### src/rtl/uart_pkg.sv
// Shared constants, state encodings and bit-timing helper for the
// UART transmitter and receiver.
package uart_pkg;

    localparam int   DATA_BITS = 8;
    localparam logic START_BIT = 1'b0;
    localparam logic STOP_BIT  = 1'b1;

    typedef enum logic [1:0] {
        TX_IDLE,
        TX_START,
        TX_DATA,
        TX_STOP
    } tx_state_e;

    typedef enum logic [1:0] {
        RX_IDLE,
        RX_START,
        RX_DATA,
        RX_STOP
    } rx_state_e;

    function automatic int clks_per_bit(input int clock_freq,
                                        input int baud_rate);
        return clock_freq / baud_rate;
    endfunction

endpackage

### src/rtl/uart_baud_counter.sv
// Loadable down-counter: tick fires once, a full or half bit period
// after load, and again only if reloaded.
module uart_baud_counter #(
    parameter int CLKS_PER_BIT = 10416
) (
    input  logic clk,
    input  logic rst,
    input  logic load,
    input  logic half,
    output logic tick
);

    localparam int W = (CLKS_PER_BIT > 2) ? $clog2(CLKS_PER_BIT) : 1;
    localparam logic [W-1:0] FULL = W'(CLKS_PER_BIT - 1);
    localparam logic [W-1:0] HALF = W'(CLKS_PER_BIT / 2 - 1);

    logic [W-1:0] cnt;
    logic         run;

    always_ff @(posedge clk) begin
        if (rst) begin
            cnt <= '0;
            run <= 1'b0;
        end else if (load) begin
            cnt <= half ? HALF : FULL;
            run <= 1'b1;
        end else if (cnt != '0) begin
            cnt <= cnt - W'(1);
        end else begin
            run <= 1'b0;
        end
    end

    assign tick = run && (cnt == '0);

endmodule

### src/rtl/uart_rx.sv
// 8N1 receiver: synchronizes rx, validates the start bit at half a
// bit period, then samples data and stop bits at mid-bit.
module uartRX
    import uart_pkg::*;
#(
    parameter int CLOCK_FREQ = 100_000_000,
    parameter int BAUD_RATE  = 9600
) (
    input  logic       clk,
    input  logic       rst,
    input  logic       rx,
    output logic [7:0] data_out,
    output logic       data_ready
);

    localparam int CPB = clks_per_bit(CLOCK_FREQ, BAUD_RATE);

    rx_state_e  state;
    logic       rx_meta;
    logic       rx_sync;
    logic       rx_prev;
    logic       fall;
    logic [7:0] shreg;
    logic [2:0] idx;
    logic       tick;
    logic       load;
    logic       half;

    // Edge detect needs a high line first, which also re-arms after
    // a framing error only once the line has returned high.
    assign fall = rx_prev && !rx_sync;
    assign half = (state == RX_IDLE);
    assign load = (state == RX_IDLE  && fall)
               || (state == RX_START && tick && rx_sync == START_BIT)
               || (state == RX_DATA  && tick);

    uart_baud_counter #(.CLKS_PER_BIT(CPB)) u_baud (
        .clk  (clk),
        .rst  (rst),
        .load (load),
        .half (half),
        .tick (tick)
    );

    always_ff @(posedge clk) begin
        if (rst) begin
            rx_meta    <= 1'b1;
            rx_sync    <= 1'b1;
            rx_prev    <= 1'b1;
            state      <= RX_IDLE;
            shreg      <= '0;
            idx        <= '0;
            data_out   <= '0;
            data_ready <= 1'b0;
        end else begin
            rx_meta    <= rx;
            rx_sync    <= rx_meta;
            rx_prev    <= rx_sync;
            data_ready <= 1'b0;
            unique case (state)
                RX_IDLE: if (fall) state <= RX_START;
                RX_START: if (tick) begin
                    idx   <= '0;
                    state <= (rx_sync == START_BIT) ? RX_DATA : RX_IDLE;
                end
                RX_DATA: if (tick) begin
                    shreg <= {rx_sync, shreg[7:1]};
                    if (idx == 3'(DATA_BITS - 1)) state <= RX_STOP;
                    else idx <= idx + 3'd1;
                end
                RX_STOP: if (tick) begin
                    state <= RX_IDLE;
                    if (rx_sync == STOP_BIT) begin
                        data_out   <= shreg;
                        data_ready <= 1'b1;
                    end
                end
                default: state <= RX_IDLE;
            endcase
        end
    end

endmodule

### src/rtl/uart_tx.sv
// 8N1 serializer: latches a byte on transmit and shifts it out
// LSB first between a start and a stop bit.
module uartTX
    import uart_pkg::*;
#(
    parameter int CLOCK_FREQ = 100_000_000,
    parameter int BAUD_RATE  = 9600
) (
    input  logic       clk,
    input  logic       rst,
    input  logic [7:0] data_in,
    input  logic       transmit,
    output logic       tx,
    output logic       tx_busy
);

    localparam int CPB = clks_per_bit(CLOCK_FREQ, BAUD_RATE);

    tx_state_e  state;
    logic [7:0] shreg;
    logic [2:0] idx;
    logic       tick;
    logic       load;

    // No reload when STOP ends; the next frame reloads on its own.
    assign load = (state == TX_IDLE) ? transmit
                                     : (tick && state != TX_STOP);

    uart_baud_counter #(.CLKS_PER_BIT(CPB)) u_baud (
        .clk  (clk),
        .rst  (rst),
        .load (load),
        .half (1'b0),
        .tick (tick)
    );

    always_ff @(posedge clk) begin
        if (rst) begin
            state   <= TX_IDLE;
            shreg   <= '0;
            idx     <= '0;
            tx      <= STOP_BIT;
            tx_busy <= 1'b0;
        end else begin
            unique case (state)
                TX_IDLE: if (transmit) begin
                    shreg   <= data_in;
                    tx      <= START_BIT;
                    tx_busy <= 1'b1;
                    state   <= TX_START;
                end
                TX_START: if (tick) begin
                    tx    <= shreg[0];
                    shreg <= {1'b0, shreg[7:1]};
                    idx   <= '0;
                    state <= TX_DATA;
                end
                TX_DATA: if (tick) begin
                    if (idx == 3'(DATA_BITS - 1)) begin
                        tx    <= STOP_BIT;
                        state <= TX_STOP;
                    end else begin
                        tx    <= shreg[0];
                        shreg <= {1'b0, shreg[7:1]};
                        idx   <= idx + 3'd1;
                    end
                end
                TX_STOP: if (tick) begin
                    tx_busy <= 1'b0;
                    state   <= TX_IDLE;
                end
                default: state <= TX_IDLE;
            endcase
        end
    end

endmodule

### src/rtl/uart_txrx.sv
// UART pair wrapper: independent transmitter and receiver sharing
// one clock, reset and bit-rate setting.
module uart_txrx
    import uart_pkg::*;
#(
    parameter int CLOCK_FREQ = 100_000_000,
    parameter int BAUD_RATE  = 9600
) (
    input  logic       clk,
    input  logic       rst,
    input  logic [7:0] data_in,
    input  logic       transmit,
    output logic       tx,
    output logic       tx_busy,
    input  logic       rx,
    output logic [7:0] data_out,
    output logic       data_ready
);

    uartTX #(
        .CLOCK_FREQ (CLOCK_FREQ),
        .BAUD_RATE  (BAUD_RATE)
    ) u_tx (
        .clk      (clk),
        .rst      (rst),
        .data_in  (data_in),
        .transmit (transmit),
        .tx       (tx),
        .tx_busy  (tx_busy)
    );

    uartRX #(
        .CLOCK_FREQ (CLOCK_FREQ),
        .BAUD_RATE  (BAUD_RATE)
    ) u_rx (
        .clk        (clk),
        .rst        (rst),
        .rx         (rx),
        .data_out   (data_out),
        .data_ready (data_ready)
    );

endmodule

### config.mk
export PLATFORM = sky130hd
export DESIGN_NAME = uart_txrx
export DESIGN_NICKNAME = d
export VERILOG_FILES = /design/src/rtl/uart_pkg.sv /design/src/rtl/uart_baud_counter.sv /design/src/rtl/uart_rx.sv /design/src/rtl/uart_tx.sv /design/src/rtl/uart_txrx.sv
export SDC_FILE = /design/constraint.sdc
export NUM_CORES = 1
export LEC_CHECK = 0
export CAP_MARGIN = 0
export CORE_MARGIN = 10
export CORE_UTILIZATION = 45
export CTS_BUF_LIST = sky130_fd_sc_hd__clkbuf_8
export DETAILED_ROUTE_END_ITERATION = 10
export GPL_TIMING_DRIVEN = 1
export PLACE_DENSITY_LB_ADDON = 0.3
export SLEW_MARGIN = 40
export SYNTH_ARGS = -nofsm -noshare
export SYNTH_HDL_FRONTEND = slang
export SYNTH_SLANG_ARGS = --single-unit
### constraint.sdc
create_clock -name clk -period 3.2 [get_ports clk]
set_input_delay 0.64 -clock clk [delete_from_list [all_inputs] [get_ports clk]]
set_output_delay 0.64 -clock clk [all_outputs]
set_load 0.05 [all_outputs]
# After elaboration in Yosys (flattened, before gate mapping)
# Index checks and enable logic that the tools add are counted.
# totals
regBits	70
in_bits	12
out_inout_bits	11
elab_cells	127
# op_classes
add_sub_neg	4
n_eq_ne	23
muxes	45
bitwise	3
reduce_logical	34
# op_table
op	count
$mux W14	5
$mux W8	4
$logic_not A14 Y1	2
$reduce_bool A14 Y1	2
$sub A14 B1 Y14 const B	2
$pmux W8 S3	1
$mux W2	11
$ne A2 B1 Y1 const B	10
$mux W3	6
$pmux W2 S4	2
$reduce_and A5 Y1	3
$mux W1	12
$pmux W3 S2	2
$reduce_and A4 Y1	3
$ne A2 B2 Y1 const B	5
$reduce_bool A2 Y1	5
$eq A2 B2 Y1 const B	4
$logic_and A1 B1 Y1	8
$add A3 B1 Y3 const B	2
$eq A3 B3 Y1 const B	2
$reduce_and A3 Y1	2
$eq A2 B1 Y1 const B	2
$logic_not A2 Y1	2
$not A1 Y1	3
8 further kinds	9

# Logic depth before layout (Yosys ltp)
# logic_depth
ltp_word	7
ltp_mapped	8
ltp_nobuf	6

# By module
# A second synthesis with hierarchy kept.
# unflattened
cells_unflattened	370
hier_area_um2	3533.4
# modules_own_cells
mod	instances	cells_per_inst	area_per_inst_um2	seq_area_each_um2
uart_baud_counter	2	86	778.2	300.3
uartTX	1	100	992.2	300.3
uartRX	1	98	984.7	500.5

# Worst setup path before layout
# Ideal clock, no wire load.
# synth_timing
path_kind	reg-to-reg
from	reg u_rx.u_baud.cnt[0]
to	reg with a tool-made name
setup_time_ns	0.070
t_arrival_ns	2.222
required_time_ns	3.130
slack_ns	0.907
path_stages_with_launch	7
n_path_buf	0
synth_period_minus_slack_ns	2.293
path_cell_list	dfxtp_1 -> inv_1 -> ha_1 -> or4b_2 -> or4_4 -> or4_1 -> a21oi_1
# synth_rtl
item	line	rtl
start: declaration	uart_baud_counter.sv:17	logic [W-1:0] cnt;
start signal: assignment	uart_baud_counter.sv:25	cnt <= half ? HALF : FULL;
start signal: assignment	uart_baud_counter.sv:28	cnt <= cnt - W'(1);

# Final worst setup path
# layout_timing
from	reg u_tx.u_baud.cnt[0]
to	reg u_tx.state[0]
# layout_via
elab_chain_len	4
elab_cells_between_ends	6
classes_between	eq/ne (3); reduce/logical (3)
# layout_rtl
item	line	rtl
start: declaration	uart_baud_counter.sv:17	
start signal: assignment	uart_baud_counter.sv:25	
start signal: assignment	uart_baud_counter.sv:28	
$logic_not A14 Y1 (*)	uart_baud_counter.sv:34	assign tick = run && (cnt == '0);
$logic_and A1 B1 Y1 (*)	uart_baud_counter.sv:34	
$ne A2 B1 Y1 (no source line)	--	
$reduce_and A5 Y1 (no source line) (*)	--	
end signal: assignment	uart_tx.sv:39	state <= TX_IDLE;
end signal: assignment	uart_tx.sv:50	state <= TX_START;
end signal: assignment	uart_tx.sv:56	state <= TX_DATA;
end: declaration	uart_tx.sv:19	tx_state_e state;
# Every way passes the cells marked *; elsewhere a longest branch is shown, timed or not.
# A chain may end at the register's enable or synchronous reset.

==> Implementation_results.wiki <==
{| class="wikitable"
! Metric !! Value
|-
| Clk network pwr share || 21.3%
|-
| Slowest stage cell on the critical path || sky130_fd_sc_hd__or4_1
|-
| NetSw || 1.34 mW
|-
| Crit path max fanout || 14
|-
| Post-synth top area cell || sky130_fd_sc_hd__dfxtp_1
|-
| Half-perimeter wire length after placement || 4.89 mm
|-
| Tightest Hold Check Type || reg -> reg
|-
| Pin slew with the least headroom to its limit || 0.764 ns
|-
| Worst slew margin || 49.1%
|-
| Warnings, synthesis || 0
|-
| Worst path cell trace || inv_1 -> ha_1 -> or4b_1 -> or4_1 -> a221o_1 -> a221oi_2
|-
| Cell types with the largest area share after synthesis || sky130_fd_sc_hd__dfxtp_1, sky130_fd_sc_hd__mux2i_1, sky130_fd_sc_hd__ha_1
|-
| Final weighted congestion in routability-driven placement || 0.765
|-
| Number of vias after detailed routing || 2852
|-
| Root Buffer || sky130_fd_sc_hd__clkbuf_8
|-
| Total die area || 11600 sq um
|-
| Reg power frac || 36.7%
|-
| Number of global-route vias before repair || 2628
|-
| Count of different cell masters after synthesis || 51
|-
| Final hold violations || 0
|-
| Pwr per Cell Area || 868 nW/um^2
|-
| Number of resized instances in the post-cts repair step || 0
|-
| Number of primary I/O pins || 23
|-
| Residual antenna-violating net count after detailed routing || 0
|-
| Width of the die || 108 microns
|-
| Hold Slack || 0.420 ns
|-
| Clock latency at the later pin of the worst-skew pair || 0.34 ns
|-
| Rows || 31
|-
| Number of port buffers || 22
|-
| RSZ-0062 raised after global routing || false
|-
| Core footprint || 7370 sq um
|-
| Setup Viol. Count Final || 0
|-
| Sequential share of the synthesized area || 40.4%
|-
| Count of mapped cells out of synthesis || 380
|-
| Starting density of the core || 47.1%
|-
| Initial DRC count || 139
|-
| Crit end category || flop
|-
| Max frequency || 379 MHz
|-
| Number of antenna violations at the first check in global routing || 0
|-
| Fraction of power spent switching nets || 38.8%
|-
| Internal portion of total power || 2.11 mW
|-
| Final core utilization || 53.8%
|-
| Number of nets in the finished design || 418
|-
| Crit path arrival time || 2.90 ns
|-
| Total congestion overflow || 0
|-
| Post-synth net total || 404
|-
| Antenna diode count || 0
|-
| Growth of design area from synthesis to finish || 14.3%
|-
| All-layer global routing usage || 12.6%
|-
| Max-slew violation count || 0
|-
| Top_reg_cell synth || sky130_fd_sc_hd__dfxtp_1
|-
| Number of iterations in the first detailed-routing pass || 6
|-
| Total Routed Length || 7.18 mm
|-
| Crit-path max cell delay || 0.78 ns
|-
| Post-route DRC || 0
|-
| Register-to-register setup slack || 0.56 ns
|-
| Total negative setup slack || 0 ns
|-
| Average wire per cell in the routed design || 14.4 microns
|-
| Pin count of the biggest net entering global routing || 65
|-
| Via/cell ratio || 5.73
|-
| Number of max-capacitance violations reported || 0
|-
| Post-synthesis cell area || 3470 sq um
|-
| IR drop worst, VDD || 0.000537 V
|-
| Status || finished clean
|-
| Leak || 1.47 nW
|-
| Portion of synthesized cell area occupied by the leading cell type || 40.4%
|-
| CP required || 3.46 ns
|-
| Wire length of the first global-routing pass || 12.4 mm
|-
| Largest delay contributor family on the critical path || simple AND/OR/NAND/NOR gates
|-
| Mean instance size in the synthesized netlist || 9.13 sq um
|-
| DIE HEIGHT || 108 microns
|-
| Buf+Inv Stages, Crit Path || 1
|-
| Number of buffers created by CTS || 9
|-
| Depth of the CTS H-tree || 3
|-
| Proportion of register bits with asynchronous set or reset after synthesis || 0%
|-
| Hold Buf Count CTS || 0
|-
| Deepest clock path buffer count || 2
|-
| Number of synthesized register bits || 70
|-
| Clk sink count || 70
|-
| Number of buffers inserted by post-CTS setup repair || 0
|-
| TritonCTS clock tree || done
|-
| Clock-pin slew on the worst setup and hold paths || 0.08 ns
|-
| Number of enable flip-flop cells after synthesis || 0
|-
| Share of post-route cells with drive strength above 1 || 12.3%
|-
| Final period demand of the worst path || 2.64 ns
|-
| Setup Skew || 0.0149 ns
|-
| CP Class || reg -> reg
|-
| Type of origin of the critical path || flop
|-
| Share of power burned in combinational logic || 42.0%
|-
| Final period util || 82.4%
|}
Yosys cell counts, types with 3 or more instances:
cell type and instances:
sky130_fd_sc_hd__nor4_1 11, sky130_fd_sc_hd__a21o_1 3, sky130_fd_sc_hd__o41ai_1 3, sky130_fd_sc_hd__dfxtp_1 70
sky130_fd_sc_hd__buf_2 4, sky130_fd_sc_hd__a211oi_1 14, sky130_fd_sc_hd__nor2_1 18, sky130_fd_sc_hd__o31ai_1 8
sky130_fd_sc_hd__mux2i_1 22, sky130_fd_sc_hd__a21oi_1 27, sky130_fd_sc_hd__a31oi_1 10, sky130_fd_sc_hd__o21ai_0 15
sky130_fd_sc_hd__clkbuf_1 16, sky130_fd_sc_hd__or3_1 8, sky130_fd_sc_hd__ha_1 12, sky130_fd_sc_hd__nand3_1 6
sky130_fd_sc_hd__mux2_2 10, sky130_fd_sc_hd__or2_2 6, sky130_fd_sc_hd__or4_1 14, sky130_fd_sc_hd__and3_1 3
sky130_fd_sc_hd__nand2_1 12, sky130_fd_sc_hd__nor3_1 3, sky130_fd_sc_hd__nand2b_1 22, sky130_fd_sc_hd__or4b_2 4
sky130_fd_sc_hd__inv_1 19, sky130_fd_sc_hd__nand4_1 6
worst reg2reg max path: stages, from the launching register on:
cell and delay, ns:
sky130_fd_sc_hd__dfxtp_1 0.31, sky130_fd_sc_hd__inv_1 0.11, sky130_fd_sc_hd__ha_1 0.16, sky130_fd_sc_hd__or4b_1 0.55, sky130_fd_sc_hd__or4_1 0.78, sky130_fd_sc_hd__a221o_1 0.43, sky130_fd_sc_hd__a221oi_2 0.22
per-stage QoR:
stage,power (mW),setup slack [ns],instance area [sq um],cells
floorplan,2.42,0.907,3470,380
global placement,2.66,0.670,3740,482
detailed placement,2.70,0.615,3750,482
CTS,3.45,0.607,3950,498
global route,3.70,0.426,3970,498
finish,3.44,0.562,3970,498
state kept, by name, indices dropped and copies added (netlist names), 2 cells and up, named ones only:
| register | cells |
|---|---|
| u_rx.data_out | 8 |
| u_rx.shreg | 8 |
| u_rx.u_baud.cnt | 14 |
| u_tx.shreg | 8 |
| u_rx.idx | 3 |
| u_tx.state | 2 |
| u_tx.idx | 3 |
| u_tx.u_baud.cnt | 14 |
layout make-up:
cell class	instances	area, sq um
Clock buffer	11	151
Clock inverter	5	56.3
Fill cell	669	3400
Inverter	19	71.3
Multi-Input combinational cell	269	1920
Sequential cell	70	1400
Tap cell	99	124
Timing Repair Buffer	25	238
power groups by stage:
stage / registers, mW / clock network, mW / logic [mW]
finish: 1.27 / 0.734 / 1.44
global route: 1.30 / 0.793 / 1.61
CTS: 1.26 / 0.753 / 1.43
detailed placement: 1.28 / 0 / 1.42
global placement: 1.27 / 0 / 1.39
floorplan: 1.25 / 0 / 1.17
layer usage:
| layer | wire (microns) | GRT usage [%] | up-vias |
|---|---|---|---|
| met2 | 3410 | 20.5 | 47 |
| met1 | 3440 | 15.7 | 1351 |
| met3 | 270 | 4.07 | 6 |
| met5 | 0 | 0 | - |
| li1 | - | - | 1448 |
| met4 | 63 | 3.63 | 0 |
final timing paths:
check,from,end,cells after the start
min reg2reg,u_rx.rx_meta$_SDFF_PP1_,u_rx.rx_sync$_SDFF_PP1_,1
max reg2reg,u_tx.u_baud.cnt[0]$_SDFFE_PP0P_,u_tx.state[0]$_SDFFE_PP0P_,6
max,u_tx.u_baud.cnt[0]$_SDFFE_PP0P_,u_tx.state[0]$_SDFFE_PP0P_,6
min,u_rx.rx_meta$_SDFF_PP1_,u_rx.rx_sync$_SDFF_PP1_,1
placed cells by master (no fill, tap or decap), types with 11 or more instances in the layout:
cell                              count
sky130_fd_sc_hd__inv_1               19
sky130_fd_sc_hd__mux2i_1             22
sky130_fd_sc_hd__nor2_1              18
sky130_fd_sc_hd__a211oi_1            14
sky130_fd_sc_hd__nand2_1             12
sky130_fd_sc_hd__o21ai_0             15
sky130_fd_sc_hd__ha_1                12
sky130_fd_sc_hd__a21oi_1             27
sky130_fd_sc_hd__clkbuf_8            11
sky130_fd_sc_hd__clkdlybuf4s50_1     21
sky130_fd_sc_hd__or4_1               14
sky130_fd_sc_hd__nand2b_1            22
sky130_fd_sc_hd__dfxtp_1             70
cells by family (layout without fill, tap and decap cells):
kind of cell,count (synthesis),in the layout,synth area share [%]
AND/OR/NAND/NOR,128,128,22.3
AO/OA/AOI/OAI,93,93,17.5
flip-flops,70,70,40.4
buffers and inverters,41,60,4.90
multiplexers,32,32,9.59
adder cells (fa/ha/maj),12,12,4.33
XOR/XNOR,4,4,1.01
Note: power is estimated with default switching activity, not from simulation.
